## config.mk

```make
export PLATFORM = sky130hd
export DESIGN_NAME = imem_dmem_arbiter
export DESIGN_NICKNAME = d
export VERILOG_FILES = /design/src/rtl/imem_dmem_arbiter.sv
export SDC_FILE = /design/constraint.sdc
export NUM_CORES = 1
export LEC_CHECK = 0
export CAP_MARGIN = 20
export CORE_ASPECT_RATIO = 1.4
export CORE_MARGIN = 2
export CORE_UTILIZATION = 53
export CTS_BUF_LIST = sky130_fd_sc_hd__clkbuf_4 sky130_fd_sc_hd__clkbuf_8
export DETAILED_ROUTE_END_ITERATION = 10
export PLACE_DENSITY = 0.87
export SYNTH_ARGS = -nofsm -noshare
export SYNTH_HDL_FRONTEND = slang
export SYNTH_SLANG_ARGS = --single-unit
```

## constraint.sdc

```tcl
create_clock -name clk -period 3.5 [get_ports clk]
set_clock_uncertainty 0.2 [all_clocks]
set_input_delay 0.35 -clock clk [delete_from_list [all_inputs] [get_ports clk]]
set_output_delay 0.35 -clock clk [all_outputs]
set_load 0.1 [all_outputs]
```

## src/rtl/imem_dmem_arbiter.sv

```systemverilog
`default_nettype none
// ============================================================================
// Module   : imem_dmem_arbiter
// Brief    : Shares one 1-cycle-latency single-port RAM between the fetch
//            and data ports, with a data address window and byte steering.
// Revision : 1.0 - initial release
// ============================================================================
module imem_dmem_arbiter #(
  parameter int          ADDR_W       = 16,
  parameter logic [31:0] BASE         = 32'h80000000,
  parameter int          STARVE_LIMIT = 4
) (
  input  logic              clk,
  input  logic              rst,
  input  logic [ADDR_W-1:0] i_addr,
  input  logic              i_oe,
  output logic [31:0]       i_rdata,
  output logic              i_ready,
  input  logic [31:0]       d_addr,
  input  logic              d_oe,
  input  logic [3:0]        d_we,
  input  logic [31:0]       d_wdata,
  output logic [31:0]       d_rdata,
  output logic              d_ready,
  output logic              d_overrun,
  output logic [ADDR_W-3:0] ram_addr,
  output logic              ram_en,
  output logic [3:0]        ram_we,
  output logic [31:0]       ram_wdata,
  input  logic [31:0]       ram_rdata
);

  localparam int                 c_CNT_W = $clog2(STARVE_LIMIT + 1);
  localparam logic [c_CNT_W-1:0] c_LIMIT = c_CNT_W'(STARVE_LIMIT);

  logic               r_i_pend;
  logic [ADDR_W-1:0]  r_i_pend_addr;
  logic               r_i_infl;
  logic [31:0]        r_i_hold;

  logic               r_d_pend;
  logic [31:0]        r_d_pend_addr;
  logic [3:0]         r_d_pend_we;
  logic [31:0]        r_d_pend_wdata;
  logic               r_d_infl;
  logic               r_d_oow;
  logic [1:0]         r_d_off;
  logic [31:0]        r_d_hold;
  logic               r_d_ovr;

  logic [c_CNT_W-1:0] r_starve;

  logic               w_i_ready;
  logic               w_d_ready;
  logic               w_i_free;
  logic               w_d_free;
  logic               w_i_cap;
  logic               w_d_req;
  logic               w_d_cap;
  logic               w_i_cand;
  logic [ADDR_W-1:0]  w_i_addr;
  logic               w_d_cand;
  logic [31:0]        w_d_addr;
  logic [3:0]         w_d_we;
  logic [31:0]        w_d_wdata;
  logic [1:0]         w_off;
  logic               w_d_in_win;
  logic               w_d_ram;
  logic               w_d_oow_go;
  logic               w_contest;
  logic               w_i_grant;
  logic               w_d_grant;
  logic [3:0]         w_we_sh;
  logic [31:0]        w_d_rsh;
  logic               w_unused_ok;

  // Ready outputs are forced low while reset is asserted.
  assign w_i_ready = rst & r_i_infl;
  assign w_d_ready = rst & (r_d_infl | r_d_oow);

  assign w_i_free  = !r_i_pend && (!r_i_infl || w_i_ready);
  assign w_d_free  = !r_d_pend && (!(r_d_infl || r_d_oow) || w_d_ready);

  assign w_i_cap   = i_oe && w_i_free;
  assign w_d_req   = d_oe || (d_we != 4'b0000);
  assign w_d_cap   = w_d_req && w_d_free;

  // A pending slot takes priority over a same-cycle bypass capture.
  assign w_i_cand  = r_i_pend | w_i_cap;
  assign w_i_addr  = r_i_pend ? r_i_pend_addr : i_addr;

  assign w_d_cand  = r_d_pend | w_d_cap;
  assign w_d_addr  = r_d_pend ? r_d_pend_addr  : d_addr;
  assign w_d_we    = r_d_pend ? r_d_pend_we    : d_we;
  assign w_d_wdata = r_d_pend ? r_d_pend_wdata : d_wdata;
  assign w_off     = w_d_addr[1:0];

  assign w_d_in_win = (w_d_addr[31:ADDR_W] == BASE[31:ADDR_W]);
  assign w_d_ram    = w_d_cand &  w_d_in_win;
  assign w_d_oow_go = w_d_cand & ~w_d_in_win;

  assign w_contest  = w_i_cand & w_d_ram;
  assign w_i_grant  = w_i_cand & (~w_d_ram | (r_starve == c_LIMIT));
  assign w_d_grant  = w_d_ram & ~w_i_grant;

  assign w_we_sh    = w_d_we << w_off;

  assign ram_en     = rst & (w_i_grant | w_d_grant);
  assign ram_addr   = w_d_grant ? w_d_addr[ADDR_W-1:2] : w_i_addr[ADDR_W-1:2];
  assign ram_we     = (rst & w_d_grant) ? w_we_sh : 4'b0000;
  assign ram_wdata  = w_d_wdata << {w_off, 3'b000};

  assign w_d_rsh    = ram_rdata >> {r_d_off, 3'b000};

  assign i_ready    = w_i_ready;
  assign d_ready    = w_d_ready;
  assign d_overrun  = r_d_ovr;

  always_comb begin
    i_rdata = r_i_hold;
    d_rdata = r_d_hold;
    if (w_i_ready) begin
      i_rdata = ram_rdata;
    end
    if (rst && r_d_infl) begin
      d_rdata = w_d_rsh;
    end else if (rst && r_d_oow) begin
      d_rdata = 32'h0000_0000;
    end
  end

  // Fetch addresses are word aligned; the byte offset is never decoded.
  assign w_unused_ok = &{1'b0, i_addr[1:0]};

  always_ff @(posedge clk) begin
    if (!rst) begin
      r_i_pend       <= 1'b0;
      r_i_pend_addr  <= '0;
      r_i_infl       <= 1'b0;
      r_i_hold       <= 32'h0000_0000;
      r_d_pend       <= 1'b0;
      r_d_pend_addr  <= 32'h0000_0000;
      r_d_pend_we    <= 4'b0000;
      r_d_pend_wdata <= 32'h0000_0000;
      r_d_infl       <= 1'b0;
      r_d_oow        <= 1'b0;
      r_d_off        <= 2'b00;
      r_d_hold       <= 32'h0000_0000;
      r_d_ovr        <= 1'b0;
      r_starve       <= '0;
    end else begin
      r_i_pend <= w_i_cand & ~w_i_grant;
      r_i_infl <= w_i_grant;
      if (w_i_cap) begin
        r_i_pend_addr <= i_addr;
      end
      if (w_i_ready) begin
        r_i_hold <= ram_rdata;
      end

      // Out-of-window accesses never wait, so only RAM-bound data can pend.
      r_d_pend <= w_d_ram & ~w_d_grant;
      r_d_infl <= w_d_grant;
      r_d_oow  <= w_d_oow_go;
      if (w_d_cap) begin
        r_d_pend_addr  <= d_addr;
        r_d_pend_we    <= d_we;
        r_d_pend_wdata <= d_wdata;
      end
      if (w_d_grant) begin
        r_d_off <= w_off;
      end
      if (w_d_ready) begin
        r_d_hold <= d_rdata;
      end
      if (w_d_req && !w_d_free) begin
        r_d_ovr <= 1'b1;
      end

      if (w_i_grant) begin
        r_starve <= '0;
      end else if (w_contest && w_d_grant && (r_starve != c_LIMIT)) begin
        r_starve <= r_starve + 1'b1;
      end
    end
  end

endmodule
`default_nettype wire

```

* Word level (Yosys, flattened, before mapping)
Index checks and enable logic that the tools add are counted.
** Operators by class
- Order comparisons :: 0
- Eq/ne operators :: 3
- Reductions and logical operators :: 20
- Mux-type cells :: 9
- Shift operators :: 3
- Multiply operators :: 0
- Divide/modulo/power cells :: 0
- Add/sub/neg operators :: 1
- Bitwise gates (word level) :: 21
** Operator list (number)
- $mux W32 :: 5
- $shl A32 B5 Y32 :: 1
- $shr A32 B5 Y32 :: 1
- $eq A16 B16 Y1 const B :: 1
- $mux W16 :: 1
- $mux W14 :: 1
- $and A1 B1 Y1 :: 11
- $logic_and A1 B1 Y1 :: 9
- $mux W4 :: 2
- $logic_not A1 Y1 :: 5
- $not A1 Y1 :: 5
- $or A1 B1 Y1 :: 5
- $logic_or A1 B1 Y1 :: 4
- $reduce_bool A4 Y1 :: 1
- $shl A4 B2 Y4 :: 1
- $add A3 B1 Y3 const B :: 1
- $eq A3 B3 Y1 const B :: 1
- $ne A3 B3 Y1 const B :: 1
- $reduce_or A2 Y1 :: 1
** Word-level totals
- ROM bits :: 0
- Bits in registers :: 159
- Bits in latches :: 0
- Memories :: 0
- Bits of input ports :: 120
- RAM bits :: 0
- Output and inout bits :: 118
- Word-level logic and storage cells :: 71

* Depth between registers and ports, before layout
- Word-level depth :: 14
- Mapped depth :: 8
- Mapped depth without buffers :: 5

* Worst setup path before layout
OpenSTA, ideal clock, no wires.
- Path kind :: register to output
- From :: register r_d_pend
- To :: output port ram_we[0]
- Cell stages (with the launch flop) :: 6
- Path buffers :: 2
- Data required time :: 2.950 ns
- Setup slack :: -1.297 ns
- Data arrival time :: 4.247 ns
- Cell sequence :: dfxtp_1 > buf_6 > mux2i_4 > buf_4 > nand2_1 > nor4_1
** Between the ends
- Word-level cells in the longest chain between the ends :: 12
- Elaborated cells on any way between the ends :: 16
- Those cells by class :: 1 x eq/ne; 1 x shift; 3 x mux; 8 x bitwise; 3 x reduce/logical
** Ends and longest elaborated chain
- start: declaration :: line 41 : logic r_d_pend;
- start signal: assignment :: line 162 : r_d_pend <= w_d_ram & ~w_d_grant;
- parallel branches: the longest is 11 deep, another holds $mux W32
- $mux W4 * :: line 110 : assign ram_we = (rst & w_d_grant) ? w_we_sh : 4'b0000;
- end: declaration :: line 28 : output logic [3:0] ram_we,
Every way passes the cells marked *.

* Worst setup path in the final report
Ends and elaborated chain as after synthesis.

==> results.md <==
Status:
- The flow ran to the end, and the final reports show no timing, DRC or antenna violations.

Global route:
- The initial antenna violation count is 1.
- The first-pass GRT wire length is 38.7 mm.
- The combined global-route utilization of all metal layers is 30.4%.
- Summed over all layers, the global routing overflow is 0.
- The pin count of the biggest net entering global routing is 98.
- The via count of the first global-routing pass was around 7.7k.

Synth:
- The cell count after synthesis came out at 902.
- The mapped netlist covers roughly 8000 sq um.
- In this run, synthesis produced a sequential element count of roughly 160.
- The count of yosys warnings during synthesis is 0.
- The most used flip-flop cell after synthesis is sky130_fd_sc_hd__dfxtp_1.
- Dividing the synthesized area by the synthesized cell count gives 9.03 sq um.
- For this run, the register share of the synthesized area comes to 38.6%.
- The unique cell type count in the Yosys netlist is 46.
- Synthesis produced a netlist with a net count of 1024.
- The number of enable flip-flop cells after synthesis is 0.
- The fraction of registers with async set/reset is 0%.

Power:
- The largest vdd supply drop is between 300 and 400 uV.
- The total power of the final layout is approximately 4500 uW.
- The switching fraction of total power is around 36%.
- The power per cell area is around 370 nW/um^2.
- Of the total power, the clock network draws between 20% and 30%.
- Combinational logic burns around 29% of the power.
- The part of the total power dissipated in sequential elements is ~42%.
- The total internal power is 2900 uW.
- The total net switching power is roughly 1600 uW.
- The leakage power total is roughly 0.0053 uW.

Worst setup path:
- On the critical path the largest part of the delay comes from simple AND/OR/NAND/NOR gates.
- STA classifies the critical path startpoint as a register.
- The slowest stage of the critical path is the sky130_fd_sc_hd__dfxtp_4 cell.
- Along the worst path, the maximum fanout reaches 18.
- Walking the worst path, the cells encountered are nor4b_2 > nand4_1 > o22ai_4 > o211ai_4 > nor4_2 > buf_12.
- The maximum single-stage delay on the critical path is ~500 ps.
- STA classifies the critical path endpoint as an output pin.
- Together, buffers and inverters on the worst path number 1.
- The critical path arrival is approximately 2700 ps.
- By startpoint and endpoint, the worst setup path is classified as register to output pin.
- The worst endpoint required time is 2950 ps.

Clock tree:
- After clock tree synthesis, the clock-pin slew on the worst setup and hold paths is around 90 ps.
- The number of setup buffers added after CTS is 0.
- TritonCTS built the clock tree.
- The deepest clock path buffer count is 2.
- The TritonCTS buffer count is 17.
- The clock latency on the worst-skew pair is ~460 ps.
- The H-tree depth reported by CTS is 4.
- The sink count of the clock tree is ~160.
- CTS placed an instance of sky130_fd_sc_hd__clkbuf_8 at the clock tree root.

Detailed routing:
- The routed design has between 20 and 25 mm of wire.
- The violation count after the first detailed-route iteration is around 420.
- The wire length per cell after detailed routing is ~19 um.
- The routed layout has ~7.7k vias.
- The count of nets left with antenna violations once routing finished came out at 0.
- The number of design rule violations left after detail routing is 0.
- Before antenna repair, the detailed router went through 6 iterations.
- After detailed routing, the number of vias per cell comes to 5.82.

STA:
- The worst max-slew margin expressed relative to the limit is 28.3%.
- The worst path in the final design needs a cycle of 3260 ps, including I/O delays and setup.
- The final hold violation count came to 0.
- The total setup violations reported at the end of the flow is 0.
- The part of the cycle the worst path needs is about 93%.
- The pin slew with the least headroom to its limit is 1080 ps.
- The final critical-path setup slack is between 200 and 250 ps.
- In the final timing run, aggregate negative setup slack is 0 ps.
- The final-report max-slew violation count is 0.
- Setup repair after global routing left no endpoint under its margin.
- The maximum achievable frequency is just over 300 MHz.

Finish:
- The layout has about 850 filler cells.
- The number of nets at the end of the flow is 1233.
- Measured on the finished design, the core utilization comes to around four fifths.
- Compared with the post-synthesis result, the final layout area differs by 50.3%.
- In the layout the commonest cells are 173 x sky130_fd_sc_hd__nand2_1, 156 x sky130_fd_sc_hd__dfxtp_1, 126 x sky130_fd_sc_hd__mux2i_1.
- The layout cell share with drive strength beyond 1 is ~22%.
- The commonest non-fill, non-tap cell in the layout is sky130_fd_sc_hd__nand2_1.
- With fillers left out, the area of the finished cells amounts to approximately 12000 sq um.

Die:
- The height of the chip is 151 um.
- The total area inside the core boundary comes to ~15000 sq um.
- The floorplan step set the die width to between 100 and 150 um.
- The floorplan step defined a die boundary enclosing about 16000 sq um.
- The initial utilization of the core area, before any placement, comes to a little over half.
- The floorplan has 53 rows.
- The number of I/O pins is ~240.

Placement:
- The number of buffers inserted by port buffering is around 240.
- The final weighted congestion in routability-driven placement is ~0.9.
- Once placement finished, the instance area stood at about 12000 sq um.
- The setup slack after placement is between 200 and 250 ps.
- The placed wire-length estimate after detailed placement is about 18 mm.

Flow run:
- Max-cap violations in this run came to 0.

Min path:
- The min-delay analysis places its worst path in the category input pin to register.
==> what timing repair did <==
item | CTS | global route
endpoints found under the hold margin | 1 | 0
pin swaps | 1 | 0
gates cloned | 1 | 0
hold buffers | 1 | 0
endpoints found under the setup margin | 3 | 26
resized for setup | 3 | 3
==> registers in the layout (all words and copies together), names as in the netlist <==
register	flops
r_d_pend_addr	32
r_d_infl	1
r_d_hold	32
r_i_pend	1
r_i_hold	32
r_starve	3
r_d_off	2
r_d_oow	1
r_d_pend_wdata	32
r_d_pend_we	4
r_i_infl	1
r_i_pend_addr	14
d_overrun	1
r_d_pend	1
==> Yosys cell counts (4+ instances only) <==
cell | n | area (sq um)
sky130_fd_sc_hd__clkbuf_1 | 35 | 131
sky130_fd_sc_hd__o22ai_1 | 11 | 68.8
sky130_fd_sc_hd__mux4_2 | 11 | 248
sky130_fd_sc_hd__mux2_2 | 41 | 462
sky130_fd_sc_hd__dfxtp_1 | 157 | 3140
sky130_fd_sc_hd__a21oi_1 | 77 | 385
sky130_fd_sc_hd__a22o_1 | 8 | 70.1
sky130_fd_sc_hd__o221ai_1 | 5 | 43.8
sky130_fd_sc_hd__a211oi_1 | 20 | 150
sky130_fd_sc_hd__nand3_1 | 4 | 20.0
sky130_fd_sc_hd__and2_1 | 32 | 200
sky130_fd_sc_hd__mux2i_1 | 126 | 1260
sky130_fd_sc_hd__a21o_1 | 5 | 37.5
sky130_fd_sc_hd__buf_2 | 21 | 105
sky130_fd_sc_hd__inv_1 | 9 | 33.8
sky130_fd_sc_hd__nand2_1 | 175 | 657
sky130_fd_sc_hd__buf_1 | 10 | 37.5
sky130_fd_sc_hd__nor2_1 | 47 | 176
sky130_fd_sc_hd__o211a_1 | 29 | 290
sky130_fd_sc_hd__nor2b_1 | 10 | 62.6
sky130_fd_sc_hd__a221o_1 | 8 | 80.1
sky130_fd_sc_hd__o21ai_0 | 16 | 80.1
sky130_fd_sc_hd__nor4_1 | 4 | 25.0
==> layout make-up <==
| class | instances | area [sq um] | share of cell area [%] |
|---|---|---|---|
| Multi-Input combinational cell | 664 | 4700 | 38.4 |
| Timing Repair Buffer | 260 | 3730 | 30.5 |
| Sequential cell | 157 | 3150 | 25.7 |
| Tap cell | 192 | 240 | 1.96 |
| Clock buffer | 17 | 234 | 1.91 |
| Clock inverter | 15 | 146 | 1.20 |
| Inverter | 11 | 41.3 | 0.337 |
| Antenna cell | 1 | 2.50 | 0.0204 |
==> stage by stage <==
step	cells	hold WS, ps
after floorplan	902	231
after global placement	1282	240
after detailed placement	1282	243
after CTS	1316	229
after global routing	1317	258
final	1317	257
==> worst reg2reg max path, stage by stage, from the launching register on <==
cell and delay (ps):
sky130_fd_sc_hd__dfxtp_4 440, sky130_fd_sc_hd__inv_2 420, sky130_fd_sc_hd__nand3_2 600, sky130_fd_sc_hd__buf_12 390
sky130_fd_sc_hd__nand2_1 120, sky130_fd_sc_hd__a21oi_1 70
==> power groups by stage <==
stage | clock network, uW | logic, uW | registers (uW)
2_1_floorplan | 0 | 768 | 1930
3_3_place_gp | 0 | 1270 | 1940
3_5_place_dp | 0 | 1290 | 1950
4_1_cts | 1330 | 1290 | 1900
5_1_grt | 1410 | 1350 | 1910
6_report | 1310 | 1300 | 1910
==> final timing paths <==
kind / from / to / slack, ps / depth (start not counted)
setup / recovery: r_d_pend / ram_we[0] / 240 / 6
hold / removal: d_addr[10] / r_d_pend_addr[10] / 260 / 3
setup reg to reg: r_d_pend / r_d_pend_wdata[30] / 1110 / 5
hold reg to reg: r_d_pend_addr[31] / r_d_pend_addr[31] / 260 / 2
==> cells by family after synthesis <==
group	synth area share, %
buf+inv	4.47
mux	24.7
simple gates	16.1
flops	38.6
compound gates	15.8
fa+ha+maj	0.307
==> per-layer routing <==
metal | up-vias | routed length (um) | track usage (%)
li1 | 3636 | - | -
met1 | 3612 | 8970 | 33.3
met2 | 361 | 13100 | 54.1
met3 | 60 | 1970 | 8.48
met4 | 0 | 791 | 13.5
met5 | - | 0 | 0
Power figures use the tool's default switching activity.
==> RTL change (same flow settings) <==
Reset style: asynchronous (`rst`), changed in one clocked block.
--- a/src/rtl/imem_dmem_arbiter.sv
+++ b/src/rtl/imem_dmem_arbiter.sv
@@ -133,5 +133,5 @@
   assign w_unused_ok = &{1'b0, i_addr[1:0]};
 
-  always_ff @(posedge clk) begin
+  always_ff @(posedge clk or negedge rst) begin
     if (!rst) begin
       r_i_pend       <= 1'b0;
Formal check against the unedited RTL: differs if rst is asserted again (counterexample within 4 cycles, from zero or initial values and one cycle with rst low); with rst held inactive, the same outputs for 4 cycles.
==> RTL change against the unedited design <==
Cell area up 3.7%; via count fell by 12%; synthesized area increased by 3.0%; sequential cell count unchanged; setup slack lost 0.11 ns; global-route usage shrank 1.1 points; synthesized cell count fell by 24%; wire length decreased by 4.0%; total power increased by 26%.
==> RTL change: results <==
[finish]
nFillCells = 845
clkCellAreaFrac_pct = 3.57
multi_input_gates = 470
bufAreaShareNonClock_pct = 29.4
nClkBuffers = 20
final_util_pct = 81.7
final_cells = 1125

[power_and_ir_drop]
seq-power_mw = 2.09
seq_power_share_pct = 36.7
p_leak_nw = 5.28
ir_drop_mv = 0.362

[logic_synthesis]
synth_area_leaders = dfrtp_1 (47%), mux2_2 (17%), mux2i_1 (13%)
synthMuxAreaShare_pct = 33.3
syn_avg_cell_area_um2 = 12.2
yosys.area_share.adder_pct = 0.298

[timing]
whs_ns = 0.105
fin_ws_ns = 0.138

[route]
dr.pass1.iters = 4
viasPerCell = 6.01
wirelength_mm = 23.8

[min_path]
hold_class = input port to asynchronous set/reset pin

[global_routing]
grt_pass1_wl_mm = 37.7
grt_use_met3_pct = 6.14
grt_max_degree = 79
grt_pass1_vias = 7173

[placement]
postPlaceCellArea_mm2 = 0.0122
hpwl_mm = 17.2

[setup_path]
rrSetupSlack_ns = 1.00
r2r_end = r_d_off[1]$_DFFE_PN0N_
critPathCapture = ram_addr[8]

[run_status]
status = finished, final reports clean
-- RTL change: cell count changes after synthesis, moves of 8 or more --
cell / before / now
mux2i_1: 126 / 110
o211a_1: 29 / 0
nand2_1: 175 / 39
a22o_1: 8 / 17
o221ai_1: 5 / 16
dfxtp_1: 157 / 0
nor2_1: 47 / 26
a221o_1: 8 / 16
buf_2: 21 / 9
o21ai_0: 16 / 25
dfrtp_1: 0 / 157
and2_1: 32 / 2
mux2_2: 41 / 125
a21oi_1: 77 / 5
-- RTL change: timing repair --
item / 4_1_cts / 5_1_grt
setup endpoints to repair: 0 / 16
hold endpoints to repair: 79 / 0
setup buffers: 0 / 0
hold buffers: 1 / 0
gates resized for setup: 0 / 2
-- RTL change: metal layers --
layer / up-vias / routed length (µm)
li1: 3043 / -
met1: 3391 / 8770
met2: 259 / 12400
met3: 66 / 1440
met4: 0 / 1200
met5: - / 0
